--- src/rtl/dti_uart_pkg.sv ---
// dti_uart_pkg: shared UART capture state encoding and frame data-width helpers
`ifndef CFG_DATA_WIDTH
`define CFG_DATA_WIDTH 8
`endif

package dti_uart_pkg;

    localparam int CFG_DATA_WIDTH = `CFG_DATA_WIDTH;

    localparam logic [1:0] DBITS_5 = 2'b00;
    localparam logic [1:0] DBITS_6 = 2'b01;
    localparam logic [1:0] DBITS_7 = 2'b10;
    localparam logic [1:0] DBITS_8 = 2'b11;

    typedef enum logic [1:0] {
        ST_IDLE,
        ST_ACK,
        ST_WAIT_CLR
    } cap_state_t;

    function automatic int data_bits(input logic [1:0] enc);
        return (enc == DBITS_5) ? 5 :
               (enc == DBITS_6) ? 6 :
               (enc == DBITS_7) ? 7 :
               (enc == DBITS_8) ? 8 : 8;
    endfunction

endpackage

--- src/rtl/dti_sync_fifo.sv ---
// dti_sync_fifo: first-word-fall-through storage with wrapping pointers and a separate level count
module dti_sync_fifo #(
    parameter int DATA_WIDTH = 8,
    parameter int DEPTH      = 16
) (
    input  logic                       clk,
    input  logic                       reset,
    input  logic                       wr_en,
    input  logic [DATA_WIDTH-1:0]      wr_data,
    input  logic                       rd_en,
    output logic [DATA_WIDTH-1:0]      rd_data,
    output logic [$clog2(DEPTH):0]     level
);

    localparam int AW = $clog2(DEPTH);

    logic [DATA_WIDTH-1:0] mem [DEPTH];
    logic [AW-1:0]         wr_ptr;
    logic [AW-1:0]         rd_ptr;

    // when empty, show the last popped slot so stale-but-defined data is presented
    assign rd_data = (level == '0) ? mem[AW'(rd_ptr - 1'b1)] : mem[rd_ptr];

    always_ff @(posedge clk) begin
        if (wr_en)
            mem[wr_ptr] <= wr_data;
    end

    always_ff @(posedge clk) begin
        if (reset) begin
            wr_ptr <= '0;
            rd_ptr <= '0;
            level  <= '0;
        end else begin
            wr_ptr <= wr_en ? AW'(wr_ptr + 1'b1) : wr_ptr;
            rd_ptr <= rd_en ? AW'(rd_ptr + 1'b1) : rd_ptr;
            level  <= level + (AW+1)'(wr_en) - (AW+1)'(rd_en);
        end
    end

endmodule

--- src/rtl/uart_rx_fifo.sv ---
// uart_rx_fifo: captures receiver characters via a done/ack handshake into a FIFO with status flags
module uart_rx_fifo
    import dti_uart_pkg::*;
#(
    parameter int DATA_WIDTH = CFG_DATA_WIDTH,
    parameter int DEPTH      = 16
) (
    input  logic                       clk,
    input  logic                       reset,
    input  logic                       rx_done,
    input  logic [DATA_WIDTH-1:0]      rx_data,
    input  logic [1:0]                 cfg_data_bit_num,
    input  logic [$clog2(DEPTH):0]     cfg_threshold,
    output logic                       rx_done_ack,
    input  logic                       rd_en,
    output logic [DATA_WIDTH-1:0]      rd_data,
    output logic                       empty,
    output logic                       full,
    output logic [$clog2(DEPTH):0]     level,
    output logic                       irq,
    output logic                       underflow,
    input  logic                       clr_err
);

    localparam int LW = $clog2(DEPTH) + 1;

    cap_state_t            state;
    logic [DATA_WIDTH-1:0] mask;
    logic                  wr;
    logic                  pop;

    always_comb begin
        mask = '0;
        for (int i = 0; i < DATA_WIDTH; i++)
            mask[i] = i < data_bits(cfg_data_bit_num);
    end

    // a full FIFO leaves rx_done unacknowledged, which backpressures the receiver
    assign wr    = state == ST_IDLE && rx_done && !full;
    assign pop   = rd_en && !empty;
    assign empty = level == '0;
    assign full  = level == LW'(DEPTH);
    assign irq   = cfg_threshold != '0 && level >= cfg_threshold;

    dti_sync_fifo #(
        .DATA_WIDTH (DATA_WIDTH),
        .DEPTH      (DEPTH)
    ) u_fifo (
        .clk     (clk),
        .reset   (reset),
        .wr_en   (wr),
        .wr_data (rx_data & mask),
        .rd_en   (pop),
        .rd_data (rd_data),
        .level   (level)
    );

    always_ff @(posedge clk) begin
        if (reset) begin
            state       <= ST_IDLE;
            rx_done_ack <= 1'b0;
            underflow   <= 1'b0;
        end else begin
            rx_done_ack <= wr;
            underflow   <= (rd_en && empty) || (underflow && !clr_err);
            state       <= (state == ST_IDLE) ? (wr ? ST_ACK : ST_IDLE) :
                           (state == ST_ACK)  ? ST_WAIT_CLR :
                           (rx_done ? ST_WAIT_CLR : ST_IDLE);
        end
    end

endmodule

--- config.mk ---
export PLATFORM = sky130hd
export DESIGN_NAME = uart_rx_fifo
export DESIGN_NICKNAME = d
export VERILOG_FILES = /design/src/rtl/dti_uart_pkg.sv /design/src/rtl/dti_sync_fifo.sv /design/src/rtl/uart_rx_fifo.sv
export SDC_FILE = /design/constraint.sdc
export NUM_CORES = 1
export LEC_CHECK = 0
export BUFFER_PORTS_ARGS = -buffer_cell sky130_fd_sc_hd__buf_2
export CAP_MARGIN = 5
export CORE_MARGIN = 4
export CORE_UTILIZATION = 60
export DETAILED_ROUTE_END_ITERATION = 10
export PLACE_DENSITY = 0.89
export SLEW_MARGIN = 20
export SYNTH_ARGS = -nofsm -noshare
export SYNTH_HDL_FRONTEND = slang
export SYNTH_HIERARCHICAL = 1
export SYNTH_SLANG_ARGS = --single-unit
--- constraint.sdc ---
create_clock -name clk -period 4.1 [get_ports clk]
set_clock_uncertainty 0.2 [all_clocks]
set_input_delay 0.41 -clock clk [delete_from_list [all_inputs] [get_ports clk]]
set_output_delay 0.41 -clock clk [all_outputs]
set_load 0.03 [all_outputs]
-- Yosys cells after proc, flatten, opt, wreduce, memory -nomap -nowiden
Memory sizes are Yosys's and may differ from the RTL's. A register that Yosys moved wholly into a read port is not among the register bits.
Index checks and enable logic that the tools add are counted.
- register bits after elaboration: 17
- bits in writable memories: 128
- input bits: 20
- output and inout port bits: 18
- word-level logic and storage cells: 52
- memories kept: 1
- memories (memory ; depth ; bits a word ; rd ports ; clocked after Yosys merged registers in ; wr ports ; line ; source):
    u_fifo.mem ; 16 ; 8 ; 2 ; 1 ; 1 ; dti_sync_fifo.sv:17 ; logic [DATA_WIDTH-1:0] mem [DEPTH];
- add/sub/neg operators: 5
- $lt $le $gt $ge: 9
- equal/unequal tests: 4
- multiplexer cells: 12
- bitwise operators: 1
- reductions and logical operators: 14
- operators with widths (cell ; count):
    4-bit by 32-bit less-than comparator with 1-bit output, first input constant ; 4
    3-bit by 32-bit less-than comparator with 1-bit output, first input constant ; 2
    1-bit by 32-bit less-than comparator with 1-bit output, first input constant ; 1
    2-bit by 32-bit less-than comparator with 1-bit output, first input constant ; 1
    32-bit 2-to-1 mux ; 1
    4-bit 2-to-1 mux ; 4
    4-bit by 1-bit adder with 4-bit output, second input constant ; 2
    8-bit bitwise AND ; 1
    8-bit 2-to-1 mux ; 1
    1-bit logical AND ; 6
    2-bit 2-to-1 mux ; 3
    5-bit by 1-bit adder with 5-bit output ; 1
    5-bit == test, second input constant ; 1
    5-bit >= comparator ; 1
    5-bit zero test ; 1
    5-bit nonzero test ; 1
    5-bit by 1-bit subtractor with 5-bit output ; 1
    2-bit by 1-bit == test with 1-bit output, second input constant ; 2
    2-bit zero test ; 2
    4-bit by 1-bit subtractor with 4-bit output, second input constant ; 1
    1-bit zero test ; 3
    1-bit 2-to-1 mux ; 3
    2-bit == test, second input constant ; 1
    1-bit logical OR ; 1

-- Logic depth before layout (Yosys ltp)
Gate-level depths: netlist of run 1.
- depth in word-level cells: 6
- mapped depth: 14
- depth with buffers taken out: 13

-- Cells and area by module
The synthesis of run 1 kept the hierarchy.
- by module, submodules not included (module ; times used ; cells an instance ; area an instance (µm²) ; sequential area each (µm²)):
    dti_sync_fifo ; 1 ; 389 ; 6917.9 ; 4184.0
    uart_rx_fifo ; 1 ; 51 ; 437.9 ; 80.1

-- Worst setup path after synthesis of run 1
Ideal clock, no wire load.
- path kind: flip-flop to output port
- from: register u_fifo.rd_ptr[0]
- to: output port rd_data[2]
- arrival time: 2.739 ns
- required time: 3.490 ns
- path slack: 0.751 ns
- stages on the path, launching flop included: 10
- path buffers: 4
- path through: dfxtp_1 buf_4 buf_2 inv_1 ha_1 buf_2 clkbuf_1 mux4_2 mux2i_1 a221oi_1
- cells in the longest elaborated chain, start to end: 3
- RTL lines (item ; line ; source):
    start, declared ; dti_sync_fifo.sv:19 ; logic [AW-1:0] rd_ptr;
    start signal, assigned ; dti_sync_fifo.sv:36 ; rd_ptr <= rd_en ? AW'(rd_ptr + 1'b1) : rd_ptr;
    4-bit by 1-bit subtractor with 4-bit output ; dti_sync_fifo.sv:22 ; assign rd_data = (level == '0) ? mem[AW'(rd_ptr - 1'b1)] : mem[rd_ptr];
    memory read 16 x 8 bit ; - ;
    8-bit 2-to-1 mux ; dti_sync_fifo.sv:22 ;
    end, declared ; uart_rx_fifo.sv:16 ; output logic [DATA_WIDTH-1:0] rd_data,
No other way between the ends.

==> metrics.txt, run 1 <==
final worst setup slack approximately 0.43 ns; Setup Viol. Count Final 0; final hold vios 0; Synth top area share a little over half; Slowest-stage cell, CP dfxtp_1; total global routing overflow 0; Initial Utilization around three fifths; Seq/Total Area, Yosys between 50% and 60%; critical path launch point type flop; CP Class flop to output port; count leader, synth edfxtp_1; CORE AREA approximately 12000 µm²; Post-DRT Antenna Nets 0; DIE HEIGHT 119 µm; TritonCTS Buffers 17; Synth Register Bits 149; leakage between 2 and 3 nW; cts hold-fix bufs 0; run status finished clean; DP Wirelength roughly 11 mm; P&R area growth vs syn 12.7%; final net count ~520; Yosys top cell by area edfxtp_1; total global-route track usage between 20 and 25%; pre-CTS WS between 0.9 and 1 ns; Slew headroom between 30 and 40%; initial antenna violation count 0; Clock Path Buffers 2; fraction of layout cells with a size suffix above 1 between 20% and 30%; top post-synthesis cells by area edfxtp_1, mux4_2, dfxtp_1; IO Port Bufs 37; Mapped Cells 440; full die area around 14000 µm²; First-pass DRT Iterations 5; row count 40; FF/Latch Area between 4000 and 5000 µm²; Die Wd about 120 µm; count of cell types in the netlist between 40 and 50; Avg Inst Size Synth 16.7 µm²; global-route wire length before repair between 20 and 30 mm; cell family with the largest share of critical-path delay flip-flops; num ports 38; final worst path period share around nine tenths; Cell Chain, Critical Path buf_4 > and2b_1 > a221oi_1 > a221oi_1 > a221oi_1 > buf_2; Worst Path Arrival 3.06 ns; number of global-route vias before repair 4470; TritonCTS clock tree yes; Syn. warnings 6; diode count 0; RSZ-0062 raised after global routing no; final setup TNS 0 ns; Tmin final 3.67 ns; CP endpoint kind output port; Detailed Route Iter0 Violations 566; footprint of the multi-input gates 2870 µm²; prevailing post-synth register cell edfxtp_1; Syn Nets between 400 and 500; DRT Wirelength around 17 mm; DRC errors left 0; Max Cap Viol 0; Hold Crit Class primary input to flop; Cell Pwr Density a little under 700 nW/µm²; pin slew with the least headroom to its limit between 1 and 1.5 ns; Worst-Skew Late Latency approximately 0.42 ns; postcts setup bufs 0; Post-synth top cells edfxtp_1, mux4_2, mux2i_1; Vias roughly 4400; CTS root buffer clkbuf_16; VDD IR max 388 µV; Gates resized, CTS repair 0; largest net degree at the start of global routing 37; RD Place Congestion roughly 0.9; Synth async-reset ratio 0%; wire per inst 26.0 µm; WP data required 3.49 ns; synthesized cell area 7360 µm²; Post-synth EDFFs about 130; Achievable Freq 273 MHz; Vias/cell approximately 7; most used cell, CP a221oi_1; CTS sink cnt 149; worst-path fanout max 17; Buf/Inv on CP 2; CP max stage delay 1.01 ns; Clk pin slew, worst setup/hold paths around 0.060 ns; fin. max-slew vios 0; H-tree levels 4; # fillers slightly above 700
## final cells by class
type / instances / area share [%]
Multi-Input combinational cell: 247 / 34.6
Clock buffer: 19 / 5.22
Timing Repair Buffer: 45 / 3.11
Inverter: 20 / 0.905
Clock inverter: 12 / 2.46
Tap cell: 147 / 2.22
Sequential cell: 149 / 51.4
## kinds of logic (layout without fill, tap and decap cells)
| kind of cell | Yosys count | count (layout) | share of synthesized area, % |
|---|---|---|---|
| AOI/OAI and AO/OA | 41 | 41 | 4.25 |
| DFF | 149 | 149 | 58.0 |
| muxes | 100 | 100 | 23.7 |
| buffers and inverters | 44 | 96 | 2.98 |
| xor gates and xnor gates | 10 | 10 | 1.29 |
| and+or+nand+nor | 74 | 74 | 5.94 |
| adders and majority gates | 22 | 22 | 3.84 |
## power breakdown
group          switching [mW]  internal, mW
combinational            1.16         0.925
sequential              0.120          1.74
clock                   0.596          1.08
## registers in the layout, indices dropped and copies added (netlist names), named ones only
name and cells:
u_fifo/mem 128, u_fifo/level 5, u_fifo/rd_ptr 4, u_fifo/wr_ptr 4, state 2, rx_done_ack 1, underflow 1
## path summary, 6_finish.rpt
check	start	to	slack, ns	cells past startpoint
max	flop	rd_data[6]	0.43	6
min	rd_en	underflow	0.03	3
max reg2reg	u_fifo/level[1]	u_fifo/level[4]	1.13	12
min reg2reg	state[0]	state[1]	0.30	2
## routing by layer
| metal | vias up | wire length [µm] | GRT usage, % |
|---|---|---|---|
| met5 | - | 0 | 0 |
| met4 | 0 | 614 | 10.9 |
| met3 | 61 | 1430 | 5.02 |
| met2 | 281 | 8470 | 40.5 |
| met1 | 2223 | 6120 | 31.7 |
| li1 | 1850 | - | - |
## cell usage in the layout, fill, tap and decap left out, types with 2 or more instances in the layout
cell type and instances:
nand4_1 2, a221oi_1 18, xnor2_1 3, and2b_1 2, a21oi_1 10, clkinvlp_4 3
xor2_1 6, dfxtp_2 2, o21a_1 2, nor3_1 4, mux4_1 9, ha_1 21
nor2_1 17, clkinv_4 2, nor3b_1 2, nor2b_4 2, edfxtp_1 128, mux2_2 8
dfxtp_1 19, nor2b_1 8, buf_2 37, mux2i_1 36, nand2_1 4, a2bb2oi_1 6
and2_1 21, bufinv_16 5, clkbuf_16 17, clkbuf_1 2, mux4_2 47, inv_1 19
nand2b_1 5, buf_4 7
## worst min-delay path: cells and delay by family
| family | cells | cell delay [ns] |
|---|---|---|
| buffers and inverters | 1 | 0.08 |
| AND/OR/NAND/NOR | 1 | 0.07 |
| AO/OA/AOI/OAI | 1 | 0.05 |
## stage by stage
| stage | power [mW] | hold WS (ns) | cells | area, µm² | utilization (%) |
|---|---|---|---|---|---|
| detailed placement | 3.94 | 0.293 | 608 | 7660 | 63.7 |
| finish | 5.62 | 0.0320 | 639 | 8290 | 69.0 |
| floorplan | 3.42 | 0.261 | 440 | 7360 | - |
| global placement | 3.86 | 0.269 | 608 | 7660 | 63.7 |
| global route | 5.85 | 0.0436 | 639 | 8290 | 69.0 |
| CTS | 5.62 | 0.0220 | 639 | 8290 | 69.0 |
(Power assumes the default switching activity.)
==> inputs of run 2 (changes only) <==
--- a/config.mk
+++ b/config.mk
@@ -7,10 +7,13 @@
 export LEC_CHECK = 0
 export BUFFER_PORTS_ARGS = -buffer_cell sky130_fd_sc_hd__buf_2
 export CAP_MARGIN = 5
+export CELL_PAD_IN_SITES_DETAIL_PLACEMENT = 1
+export CELL_PAD_IN_SITES_GLOBAL_PLACEMENT = 1
 export CORE_MARGIN = 4
-export CORE_UTILIZATION = 60
+export CORE_UTILIZATION = 47
 export DETAILED_ROUTE_END_ITERATION = 10
-export PLACE_DENSITY = 0.89
+export GPL_TIMING_DRIVEN = 1
+export PLACE_DENSITY = 0.83
 export SLEW_MARGIN = 20
 export SYNTH_ARGS = -nofsm -noshare
 export SYNTH_HDL_FRONTEND = slang
==> run 2 against run 1 <==
Net effect:
- final area is essentially flat
- maximum frequency grew 2.6%
- first-iteration DRC count shrank 24%
- count of clock-buffer cells in the layout shrank 1
- global-route usage shrank 4.2 points
- total power shrank 3.2%
- critical endpoint unchanged
==> metrics.txt, run 2 (synthesis results as in run 1) <==
VDD IR max approximately 310 µV; wire per inst between 20 and 25 µm; CP endpoint kind output port; Worst-Skew Late Latency approximately 0.42 ns; Cell Pwr Density about 660 nW/µm²; row count 45; RSZ-0062 raised after global routing no; diode count 0; DIE HEIGHT roughly 130 µm; WP data required roughly 3.5 ns; H-tree levels 4; most common cell after layout, fill and taps aside edfxtp_1; max FFs per register 128; Initial Utilization about 48%; final worst path period share between 80% and 90%; IO Port Bufs 37; Worst Path Arrival between 2 and 3 ns; hold depth 3; Post-DRT Antenna Nets 0; global-route wire length before repair ~26 mm; worst-path fanout max 17; critical path launch point type flop; TritonCTS Buffers 17; fraction of layout cells with a size suffix above 1 between 20% and 30%; final net count between 500 and 600; TritonCTS clock tree yes; postcts setup bufs 0; Max Cap Viol 0; DRT Wirelength about 17 mm; Clock Path Buffers 2; Vias/cell roughly 6.0; initial antenna violation count 0; total global-route track usage between 20% and 30%; commonest non-fill, non-tap cells in the layout edfxtp_1, mux4_2, buf_2; CORE AREA between 15000 and 20000 µm²; leakage slightly below 3 nW; total global routing overflow 0; CTS sink cnt approximately 150; number of global-route vias before repair 4500; run status finished clean; final setup TNS 0 ns; Top Registers u_fifo/mem: 128 flops, u_fifo/level: 5 flops; Gates resized, CTS repair 0; DRC errors left 0; R2R depth 12; RD Place Congestion between 0.7 and 0.8; cts hold-fix bufs 0; CP Class flop to output port; Largest Register u_fifo/mem; Setup Viol. Count Final 0; DP Wirelength between 10 and 15 mm; final hold vios 0; Die Wd roughly 130 µm; full die area 17700 µm²; Hold Crit Class primary input to flop; fin. max-slew vios 0; P&R area growth vs syn 12.7%; Clk pin slew, worst setup/hold paths approximately 0.060 ns; largest net degree at the start of global routing 37; Achievable Freq about 280 MHz; Tmin final ~3.6 ns; CTS root buffer clkbuf_16; Detailed Route Iter0 Violations between 400 and 500; First-pass DRT Iterations 4; pin slew with the least headroom to its limit ~1 ns; Slew headroom between 30% and 40%; Vias 4194; num ports 38; Finished Core Util 54.3%
## run 2: worst max-delay path: stages (launching register included)
cell	delay, ns
dfxtp_1	0.97
buf_4	0.28
mux4_2	0.48
nand2b_1	0.16
a221oi_1	0.32
a221oi_1	0.10
buf_2	0.21
## run 2: report_power, final
group / total, mW / internal (mW) / switching [mW]
sequential: 1.88 / 1.74 / 0.137
combinational: 2.08 / 0.909 / 1.17
clock: 1.48 / 0.888 / 0.594
## run 2: routing by layer
metal | track usage (%) | wire [µm] | up-vias
li1 | - | - | 1848
met1 | 25.2 | 6710 | 2184
met2 | 35.7 | 9130 | 135
met3 | 4.12 | 1240 | 27
met4 | 7.43 | 340 | 0
met5 | 0 | 0 | -
## run 2: path summary, 6_finish.rpt
path         slack (ns)         endpoint            start
max                0.53       rd_data[6]             flop
min                0.04        underflow            rd_en
max reg2reg        1.01  u_fifo/level[4]  u_fifo/level[1]
min reg2reg        0.30         state[1]         state[0]
## run 2: cell type report
| type | count | area, µm² |
|---|---|---|
| Tap cell | 211 | 264 |
| Sequential cell | 149 | 4270 |
| Multi-Input combinational cell | 247 | 2880 |
| Clock buffer | 18 | 429 |
| Timing Repair Buffer | 45 | 245 |
| Fill cell | 1411 | 6970 |
| Clock inverter | 14 | 134 |
| Inverter | 20 | 75.1 |
## run 2: per-stage QoR
stage | cells | setup slack (ns) | instance area, µm² | hold slack, ns | power [mW]
global placement | 672 | 1.04 | 7720 | 0.269 | 3.88
finish | 704 | 0.527 | 8290 | 0.0386 | 5.44
floorplan | 440 | 0.751 | 7360 | 0.261 | 3.42
global route | 704 | 0.379 | 8290 | 0.0387 | 5.68
detailed placement | 672 | 0.937 | 7720 | 0.300 | 3.97
CTS | 704 | 0.458 | 8290 | 0.0209 | 5.47
